### config.mk
export PLATFORM = sky130hd
export DESIGN_NAME = ccff_bitstream_loader
export DESIGN_NICKNAME = d
export VERILOG_FILES = /design/src/rtl/ccff_loader_pkg.sv /design/src/rtl/ccff_crc16_serial.sv /design/src/rtl/ccff_bitstream_loader.sv
export SDC_FILE = /design/constraint.sdc
export NUM_CORES = 1
export LEC_CHECK = 0
export ABC_CLOCK_PERIOD_IN_PS = 4950
export BUFFER_PORTS_ARGS = -buffer_cell sky130_fd_sc_hd__buf_2
export CORE_ASPECT_RATIO = 1.75
export CORE_MARGIN = 4
export CORE_UTILIZATION = 55
export DETAILED_ROUTE_END_ITERATION = 8
export GPL_ROUTABILITY_DRIVEN = 1
export HOLD_SLACK_MARGIN = 0.03
export PLACE_DENSITY = 0.85
export SYNTH_ARGS = -nofsm -noshare
export SYNTH_HDL_FRONTEND = slang
export SYNTH_SLANG_ARGS = --single-unit
### constraint.sdc
create_clock -name prog_clk -period 4.95 [get_ports prog_clk]
set_clock_uncertainty 0.15 [all_clocks]
set_input_delay 0.495 -clock prog_clk [delete_from_list [all_inputs] [get_ports prog_clk]]
set_output_delay 0.495 -clock prog_clk [all_outputs]
set_load 0.01 [all_outputs]
### src/rtl/ccff_loader_pkg.sv
// Shared state encoding and CRC-16-CCITT constants for the configuration-chain loader.
package ccff_loader_pkg;

  typedef enum logic [1:0] {
    IDLE  = 2'd0,
    LOAD  = 2'd1,
    SHIFT = 2'd2,
    DONE  = 2'd3
  } state_t;

  localparam logic [15:0] CRC_POLY = 16'h1021;
  localparam logic [15:0] CRC_INIT = 16'hFFFF;

  // One MSB-first register update with a single serial input bit.
  function automatic logic [15:0] crc16_step(input logic [15:0] crc, input logic din);
    logic fb;
    fb = crc[15] ^ din;
    return {crc[14:0], 1'b0} ^ (fb ? CRC_POLY : 16'h0000);
  endfunction

endpackage

### src/rtl/ccff_crc16_serial.sv
// Bit-serial CRC-16-CCITT accumulator; one input bit folded per enabled cycle.
// Latency: crc reflects a bit on the cycle after it is enabled. No backpressure.
module ccff_crc16_serial
  import ccff_loader_pkg::*;
(
  input  logic        clk,
  input  logic        rst_n,
  input  logic        clear,
  input  logic        enable,
  input  logic        din,
  output logic [15:0] crc
);

  always_ff @(posedge clk) begin
    if (!rst_n) begin
      crc <= 16'h0000;
    end else if (clear) begin
      crc <= CRC_INIT;
    end else if (enable) begin
      crc <= crc16_step(crc, din);
    end
  end

endmodule

### src/rtl/ccff_bitstream_loader.sv
// Serializes configuration words LSB-first onto the ccff chain head; CCFF_TAIL_CRC_EN adds tail readback CRC.
// Latency: first bit on ccff_head one cycle after the accepting handshake; no bubble on back-to-back words.
// Backpressure: cfg_ready only in LOAD or on the last bit of a word; ccff_shift_en drops while starved.
module ccff_bitstream_loader
  import ccff_loader_pkg::*;
#(
  parameter int WORD_W    = 32,
  parameter int CHAIN_LEN = 1024,
  parameter int CNT_W     = $clog2(CHAIN_LEN + 1)
) (
  input  logic              prog_clk,
  input  logic              prog_rst_n,
  input  logic              start,
  input  logic [WORD_W-1:0] cfg_data,
  input  logic              cfg_valid,
  output logic              cfg_ready,
  output logic              ccff_head,
  output logic              ccff_shift_en,
  input  logic              ccff_tail,
  output logic              busy,
  output logic              done,
  output logic [CNT_W-1:0]  bit_count,
  output logic [15:0]       tail_crc
);

  localparam int               REM_W    = (WORD_W > 1) ? $clog2(WORD_W) : 1;
  localparam logic [CNT_W-1:0] LAST_CNT = CNT_W'(CHAIN_LEN);
  localparam logic [REM_W-1:0] REM_FULL = REM_W'(WORD_W - 1);

  state_t            state_q, state_n;
  logic [WORD_W-1:0] shreg_q, shreg_n;
  logic [REM_W-1:0]  rem_q, rem_n;
  logic [CNT_W-1:0]  cnt_n;
  logic              head_n, shift_n, done_n;
  logic              take_word, crc_clear;

  always_ff @(posedge prog_clk) begin
    if (!prog_rst_n) begin
      state_q       <= IDLE;
      shreg_q       <= '0;
      rem_q         <= '0;
      bit_count     <= '0;
      ccff_head     <= 1'b0;
      ccff_shift_en <= 1'b0;
      done          <= 1'b0;
    end else begin
      state_q       <= state_n;
      shreg_q       <= shreg_n;
      rem_q         <= rem_n;
      bit_count     <= cnt_n;
      ccff_head     <= head_n;
      ccff_shift_en <= shift_n;
      done          <= done_n;
    end
  end

  // rem_q counts bits of the current word still waiting behind the one on ccff_head.
  always_comb begin
    state_n   = state_q;
    shreg_n   = shreg_q;
    rem_n     = rem_q;
    cnt_n     = bit_count;
    head_n    = 1'b0;
    shift_n   = 1'b0;
    done_n    = done;
    cfg_ready = 1'b0;
    crc_clear = 1'b0;
    take_word = 1'b0;

    unique case (state_q)
      IDLE: begin
        if (start) begin
          state_n   = LOAD;
          done_n    = 1'b0;
          cnt_n     = '0;
          crc_clear = 1'b1;
        end
      end
      LOAD: begin
        cfg_ready = 1'b1;
        take_word = cfg_valid;
      end
      SHIFT: begin
        if (bit_count == LAST_CNT) begin
          // Chain full: leftover bits of a partial word are dropped.
          state_n = DONE;
          done_n  = 1'b1;
          shreg_n = '0;
          rem_n   = '0;
        end else if (rem_q != '0) begin
          head_n  = shreg_q[0];
          shreg_n = shreg_q >> 1;
          rem_n   = rem_q - 1'b1;
          cnt_n   = bit_count + 1'b1;
          shift_n = 1'b1;
        end else begin
          cfg_ready = 1'b1;
          take_word = cfg_valid;
          if (!cfg_valid) begin
            state_n = LOAD;
          end
        end
      end
      DONE: begin
        state_n = IDLE;
      end
      default: begin
        state_n = IDLE;
      end
    endcase

    if (take_word) begin
      state_n = SHIFT;
      head_n  = cfg_data[0];
      shreg_n = cfg_data >> 1;
      rem_n   = REM_FULL;
      cnt_n   = bit_count + 1'b1;
      shift_n = 1'b1;
    end
  end

  assign busy = (state_q == LOAD) || (state_q == SHIFT);

`ifdef CCFF_TAIL_CRC_EN
  ccff_crc16_serial u_crc (
    .clk    (prog_clk),
    .rst_n  (prog_rst_n),
    .clear  (crc_clear),
    .enable (ccff_shift_en),
    .din    (ccff_tail),
    .crc    (tail_crc)
  );
`else
  logic unused_tail;
  assign unused_tail = ccff_tail ^ crc_clear;
  assign tail_crc    = 16'h0000;
`endif

endmodule

Word-level counts from Yosys, hierarchy flattened
Index checks and enable logic that the tools add are counted.
{ "word_totals": {"reg_bits": 53, "output_inout_bits": 32, "elab_cells": 78} }
{ "classes": {"addsub": 2, "n_eq_ne": 13, "mux": 36, "n_bitwise": 1, "n_reduce_logical": 17} }
{ "ops": {"columns": ["operator", "count"], "rows": [
  ["$mux W32", 2],
  ["$mux W31", 2],
  ["$mux W11", 4],
  ["$pmux W11 S2", 1],
  ["$mux W5", 4],
  ["$ne A3 B3 Y1 const B", 5],
  ["$mux W1", 14],
  ["$reduce_and A4 Y1", 3],
  ["$add A11 B1 Y11 const B", 1],
  ["$eq A11 B11 Y1 const B", 1],
  ["$mux W2", 5],
  ["$reduce_bool A3 Y1", 3],
  ["$ne A4 B4 Y1 const B", 2],
  ["$pmux W1 S2", 3],
  ["$pmux W2 S3", 1],
  ["$reduce_bool A2 Y1", 3],
  ["$reduce_bool A5 Y1", 1],
  ["$sub A5 B1 Y5 const B", 1],
  ["$eq A2 B2 Y1 const B", 2],
  ["$ne A2 B2 Y1 const B", 2],
  ["$reduce_and A2 Y1", 2],
  ["$reduce_bool A4 Y1", 1],
  ["$reduce_and A3 Y1", 1],
  ["$eq A2 B1 Y1 const B", 1],
  ["4 further kinds", 4]
]} }

Longest topological paths before layout
{ "depth": {"depth_word": 6, "mapped_depth": 9} }

Worst setup path after synthesis
Ideal clock, no wire load.
{ "synth_path": {"path_type": "reg-to-reg", "startpoint": "register bit_count[2]", "endpoint": "register bit_count[0]", "arrival_ps": 2057, "t_required_ps": 4672, "slack_ps": 2615, "path_stages_with_launch": 8, "path_buffers": 2, "path_cell_list": "dfxtp_1 -> or4_4 -> or4_4 -> and3_4 -> buf_6 -> buf_6 -> nor3_2 -> nor3_1"} }
{ "synth_between": {"elab_chain_len": 5, "word_cells_on_any_way": 9, "cone_classes": "eq/ne: 4; mux: 3; reduce/logical: 2"} }
{ "synth_lines": {"columns": ["element", "line", "text"], "rows": [
  ["from (decl)", "ccff_bitstream_loader.sv:22", "output logic [CNT_W-1:0] bit_count,"],
  ["from (signal assigned)", "ccff_bitstream_loader.sv:50", "bit_count <= cnt_n;"],
  ["$eq A11 B11 Y1 *", "ccff_bitstream_loader.sv:84", "if (bit_count == LAST_CNT) begin"],
  ["$mux W1", "ccff_bitstream_loader.sv:84", null],
  ["$pmux W1 S2", "ccff_bitstream_loader.sv:70", "unique case (state_q)"],
  ["$ne A3 B3 Y1 (no source line) or $reduce_bool A3 Y1 (tied branches)", null, null],
  ["$reduce_and A4 Y1 (no source line)", null, null]
]} }
Mark *: on every way between the ends. The rest lies on a longest branch, timed or not.
A chain may end at the register's enable or synchronous reset.

Final worst setup path
{ "layout_path": {"startpoint": "register rem_q[0]", "endpoint": "register bit_count[3]"} }
{ "layout_between": {"elab_chain_len": 6, "word_cells_on_any_way": 10, "cone_classes": "eq/ne: 3; mux: 4; reduce/logical: 3"} }
{ "layout_lines": {"columns": ["element", "line", "text"], "rows": [
  ["from (decl)", "ccff_bitstream_loader.sv:32", "logic [REM_W-1:0] rem_q, rem_n;"],
  ["from (signal assigned)", "ccff_bitstream_loader.sv:49", "rem_q <= rem_n;"],
  ["$reduce_bool A5 Y1 *", "ccff_bitstream_loader.sv:90", "end else if (rem_q != '0) begin"],
  ["$mux W1", "ccff_bitstream_loader.sv:90", null],
  ["$mux W1", "ccff_bitstream_loader.sv:84", null],
  ["$pmux W1 S2", "ccff_bitstream_loader.sv:70", null],
  ["$ne A3 B3 Y1 (no source line) or $reduce_bool A3 Y1 (tied branches)", null, null],
  ["$reduce_and A4 Y1 (no source line)", null, null]
]} }
Marks and branches as above.

==> impl_metrics.sql <==
INSERT INTO impl_metrics (metric_group, metric, value, unit) VALUES
('power', 'pwr-share-seq', '51.6', '%'),
('clocking', 'numCtsBuffers', '5', ''),
('placement', 'placed_wire_length_estimate_after_detailed_placement', '4.305', 'mm'),
('critical_path', 'timing.critical_path.arrival', '3.26', 'ns'),
('route', 'mean_number_of_vias_per_cell', '6.077', ''),
('route', 'detailroute.via_count', '2516', ''),
('global_route', 'grt_start_max_net_pins', '46', ''),
('finish', 'layout.nets', '405', ''),
('route', 'detail_route.first_pass.iterations', '4', ''),
('clocking', 'cts_htree_levels', '2', ''),
('synth', 'synthesis.instances', '322', ''),
('clocking', 'clk_transition_reported_paths', '0.10', 'ns'),
('clocking', 'clk_latency', '0.31', 'ns'),
('route', 'postRouteAntennaNets', '0', ''),
('route', 'drt_first_iter_violations', '127', ''),
('placement', 'io_buffers', '51', ''),
('global_route', 'globalRouteTotalUtil', '19.80', '%'),
('global_route', 'first_global_vias', '2377', ''),
('timing', 'layout_worst_path_cycle_share', '63.81', '%'),
('finish', 'final_core_util', '62.27', '%'),
('finish', 'layout-drive-gt1-share', '20.56', '%'),
('timing', 'worst_slew_margin_rel', '30.89', '%'),
('power', 'power.combinational.fraction', '19.9', '%'),
('finish', 'fillerInstances', '444', ''),
('power', 'internal_power', '0.6026', 'mW'),
('power', 'share_of_power_burned_in_the_clock_network', '28.4', '%'),
('finish', 'mostFrequentLayoutCells', '52 x sky130_fd_sc_hd__dfxtp_1, 51 x sky130_fd_sc_hd__buf_2, 35 x sky130_fd_sc_hd__nand3_1, 30 x sky130_fd_sc_hd__a21boi_0, 29 x sky130_fd_sc_hd__a22oi_1', ''),
('timing', 'report.final.hold_viol_count', '0', ''),
('global_route', 'grt-ovfl-total', '0', ''),
('clocking', 'cts_post_setup_buffers_inserted', '0', ''),
('critical_path', 'type_of_origin_of_the_critical_path', 'register', ''),
('synth', 'seq_area_frac_synth', '36.64', '%'),
('finish', 'syn_to_final_growth', '9.071', '%'),
('power', 'fraction_of_power_spent_switching_nets', '30.94', '%'),
('die', 'die_y', '103.1', 'µm'),
('clocking', 'post_cts_hold_buffer_count', '0', ''),
('timing', 'timing.final.max_slew_violations', '0', ''),
('clocking', 'cts_tree', 'done', ''),
('clocking', 'cts_root_buf', 'sky130_fd_sc_hd__clkbuf_8', ''),
('power', 'power_per_cell_area', '281.5', 'mW/mm²'),
('synth', 'post_synth.cell_area_avg', '8.824', 'µm²'),
('global_route', 'antenna_found_initial', '0', ''),
('timing', 'timing.final.crit_period', '3.159', 'ns'),
('global_route', 'grt_first_pass_wirelength', '10.60', 'mm'),
('worst_hold_path', 'worst_hold_path_type', 'input pin to register', ''),
('placement', 'placed_cells_incl_taps', '406', ''),
('critical_path', 'cpMaxStageDelayCell', 'sky130_fd_sc_hd__nand3_2', ''),
('die', 'fp-row-count', '34', ''),
('timing', 'fmax', '316.6', 'MHz'),
('die', 'die_area', '0.006426', 'mm²'),
('timing', 'rsz0062_at_grt', 'false', ''),
('power', 'reported_leakage_power', '1.176', 'nW'),
('die', 'die_width', '62.34', 'µm'),
('route', 'routed_wl', '6.245', 'mm'),
('synth', 'yosys_warnings', '0', ''),
('synth', 'synthDistinctLibCells', '51', ''),
('timing', 'setup_tns', '0', 'ns'),
('die', 'io_pins', '69', ''),
('clocking', 'clockBufferDepth', '2', ''),
('critical_path', 'stage_delay_of_the_slowest_cell_on_the_critical_path', '0.69', 'ns'),
('power', 'max_ir_drop_vdd', '0.2184', 'mV'),
('critical_path', 'crit_path_max_fanout', '43', ''),
('timing', 'finalWorstSetupSlack', '1.791', 'ns'),
('critical_path', 'timing.critical_path.cells', 'inv_1, ha_1, nor4b_2, a21o_1, nand3_2, a2111oi_0, o21bai_1', ''),
('finish', 'n_antenna_cell', '0', ''),
('route', 'wire_per_inst', '15.08', 'µm'),
('status', 'status', 'finished clean', ''),
('finish', 'layout.cells.non_filler', '414', ''),
('flow_run', 'max_cap_viol_count', '0', ''),
('timing', 'transition_at_the_pin_with_the_smallest_max_transition_slack', '1.037', 'ns'),
('critical_path', 'worstSetupEndpointType', 'register', '');
==> area by class of cell <==
cell class,instances,area (µm²),share of cell area (%)
clock buffers,5,68.82,2.220
clock inverters,3,21.27,0.6863
inverters,8,30.03,0.9689
multi-input cells,240,1608,51.88
flip-flops and latches,52,1041,33.59
well taps,54,67.56,2.180
repair buffers,52,262.8,8.478
==> synth_stat cells (all sizes together) <==
library cell,instances,area (µm²)
and4,1,8.760
and3,4,30.03
o21ai,8,40.04
nor3,5,30.03
nand2,19,71.32
a2111oi,1,8.760
o21bai,1,7.510
o41ai,1,8.760
o211a,1,10.01
nor4,1,6.260
o31ai,3,22.52
nand2b,11,68.82
a31oi,1,6.260
a21oi,10,50.05
o211ai,1,12.51
nand3,36,185.2
or4,4,41.29
inv,8,30.03
nor2,4,15.01
conb,1,3.750
buf,25,176.4
or2,1,6.260
a21boi,36,270.3
nor2b,3,18.77
o31a,1,8.760
clkbuf,12,45.04
nor4b,2,23.77
a21o,1,7.510
and2,1,6.260
nor3b,2,15.01
or3,2,12.51
dfxtp,52,1041
o32a,1,10.01
ha,9,112.6
mux2i,9,90.09
nand4,5,31.28
o22ai,3,18.77
a211oi,1,7.510
o21a,2,15.01
a22oi,33,267.8
==> kinds of logic after synthesis <==
group | Yosys count | share of synthesized area [%]
buffers and inverters | 45 | 8.851
flip-flops | 52 | 36.64
AND/OR/NAND/NOR | 101 | 20.08
multiplexers | 9 | 3.171
AO/OA/AOI/OAI | 105 | 27.17
other | 1 | 0.1320
adder cells (fa/ha/maj) | 9 | 3.963
==> state kept, by name (all words and copies together) (netlist names) <==
signal,count
ccff_head,1
done,1
rem_q,5
shreg_q,31
bit_count,11
ccff_shift_en,1
state_q,2
==> layer usage <==
layer | GRT usage (%) | up-vias | routed length (µm)
li1 | - | 1226 | -
met1 | 21.97 | 1205 | 2501
met2 | 35.38 | 72 | 3235
met3 | 4.253 | 13 | 342
met4 | 10.13 | 0 | 165
met5 | 0 | - | 0
==> path summary, 6_finish.rpt <==
kind                             startpoint           end  slack, ns  depth (start not counted)
worst max-delay path               rem_q[0]  bit_count[3]       1.79                          7
worst min-delay path            cfg_data[0]     ccff_head       0.29                          3
worst max register to register     rem_q[0]  bit_count[3]       1.79                          7
worst min register to register  shreg_q[19]   shreg_q[18]       0.32                          2
==> power groups by stage <==
stage	combinational (mW)	sequential [mW]	clock [mW]
3_5_place_dp	0.173	0.460	0
4_1_cts	0.174	0.450	0.256
3_3_place_gp	0.170	0.459	0
2_1_floorplan	0.138	0.458	0
5_1_grt	0.197	0.453	0.268
6_report	0.174	0.450	0.248
==> stage by stage <==
step                      hold WS, ns  power, mW  cell area [µm²]
final                          0.2941     0.8726             3099
after global placement         0.3053     0.6287             3009
after global routing           0.3099     0.9184             3099
after detailed placement       0.3108     0.6332             3009
after floorplan                0.2930     0.5963             2898
after CTS                      0.2836     0.8806             3099
==> worst max-delay path: cells and delay by family (launching register included) <==
family	cells	cell delay, ns
simple gates	2	1.30
buf+inv	1	0.11
fa+ha+maj	1	0.16
compound gates	3	1.04
flops	1	0.34
Power figures use the tool's default switching activity.
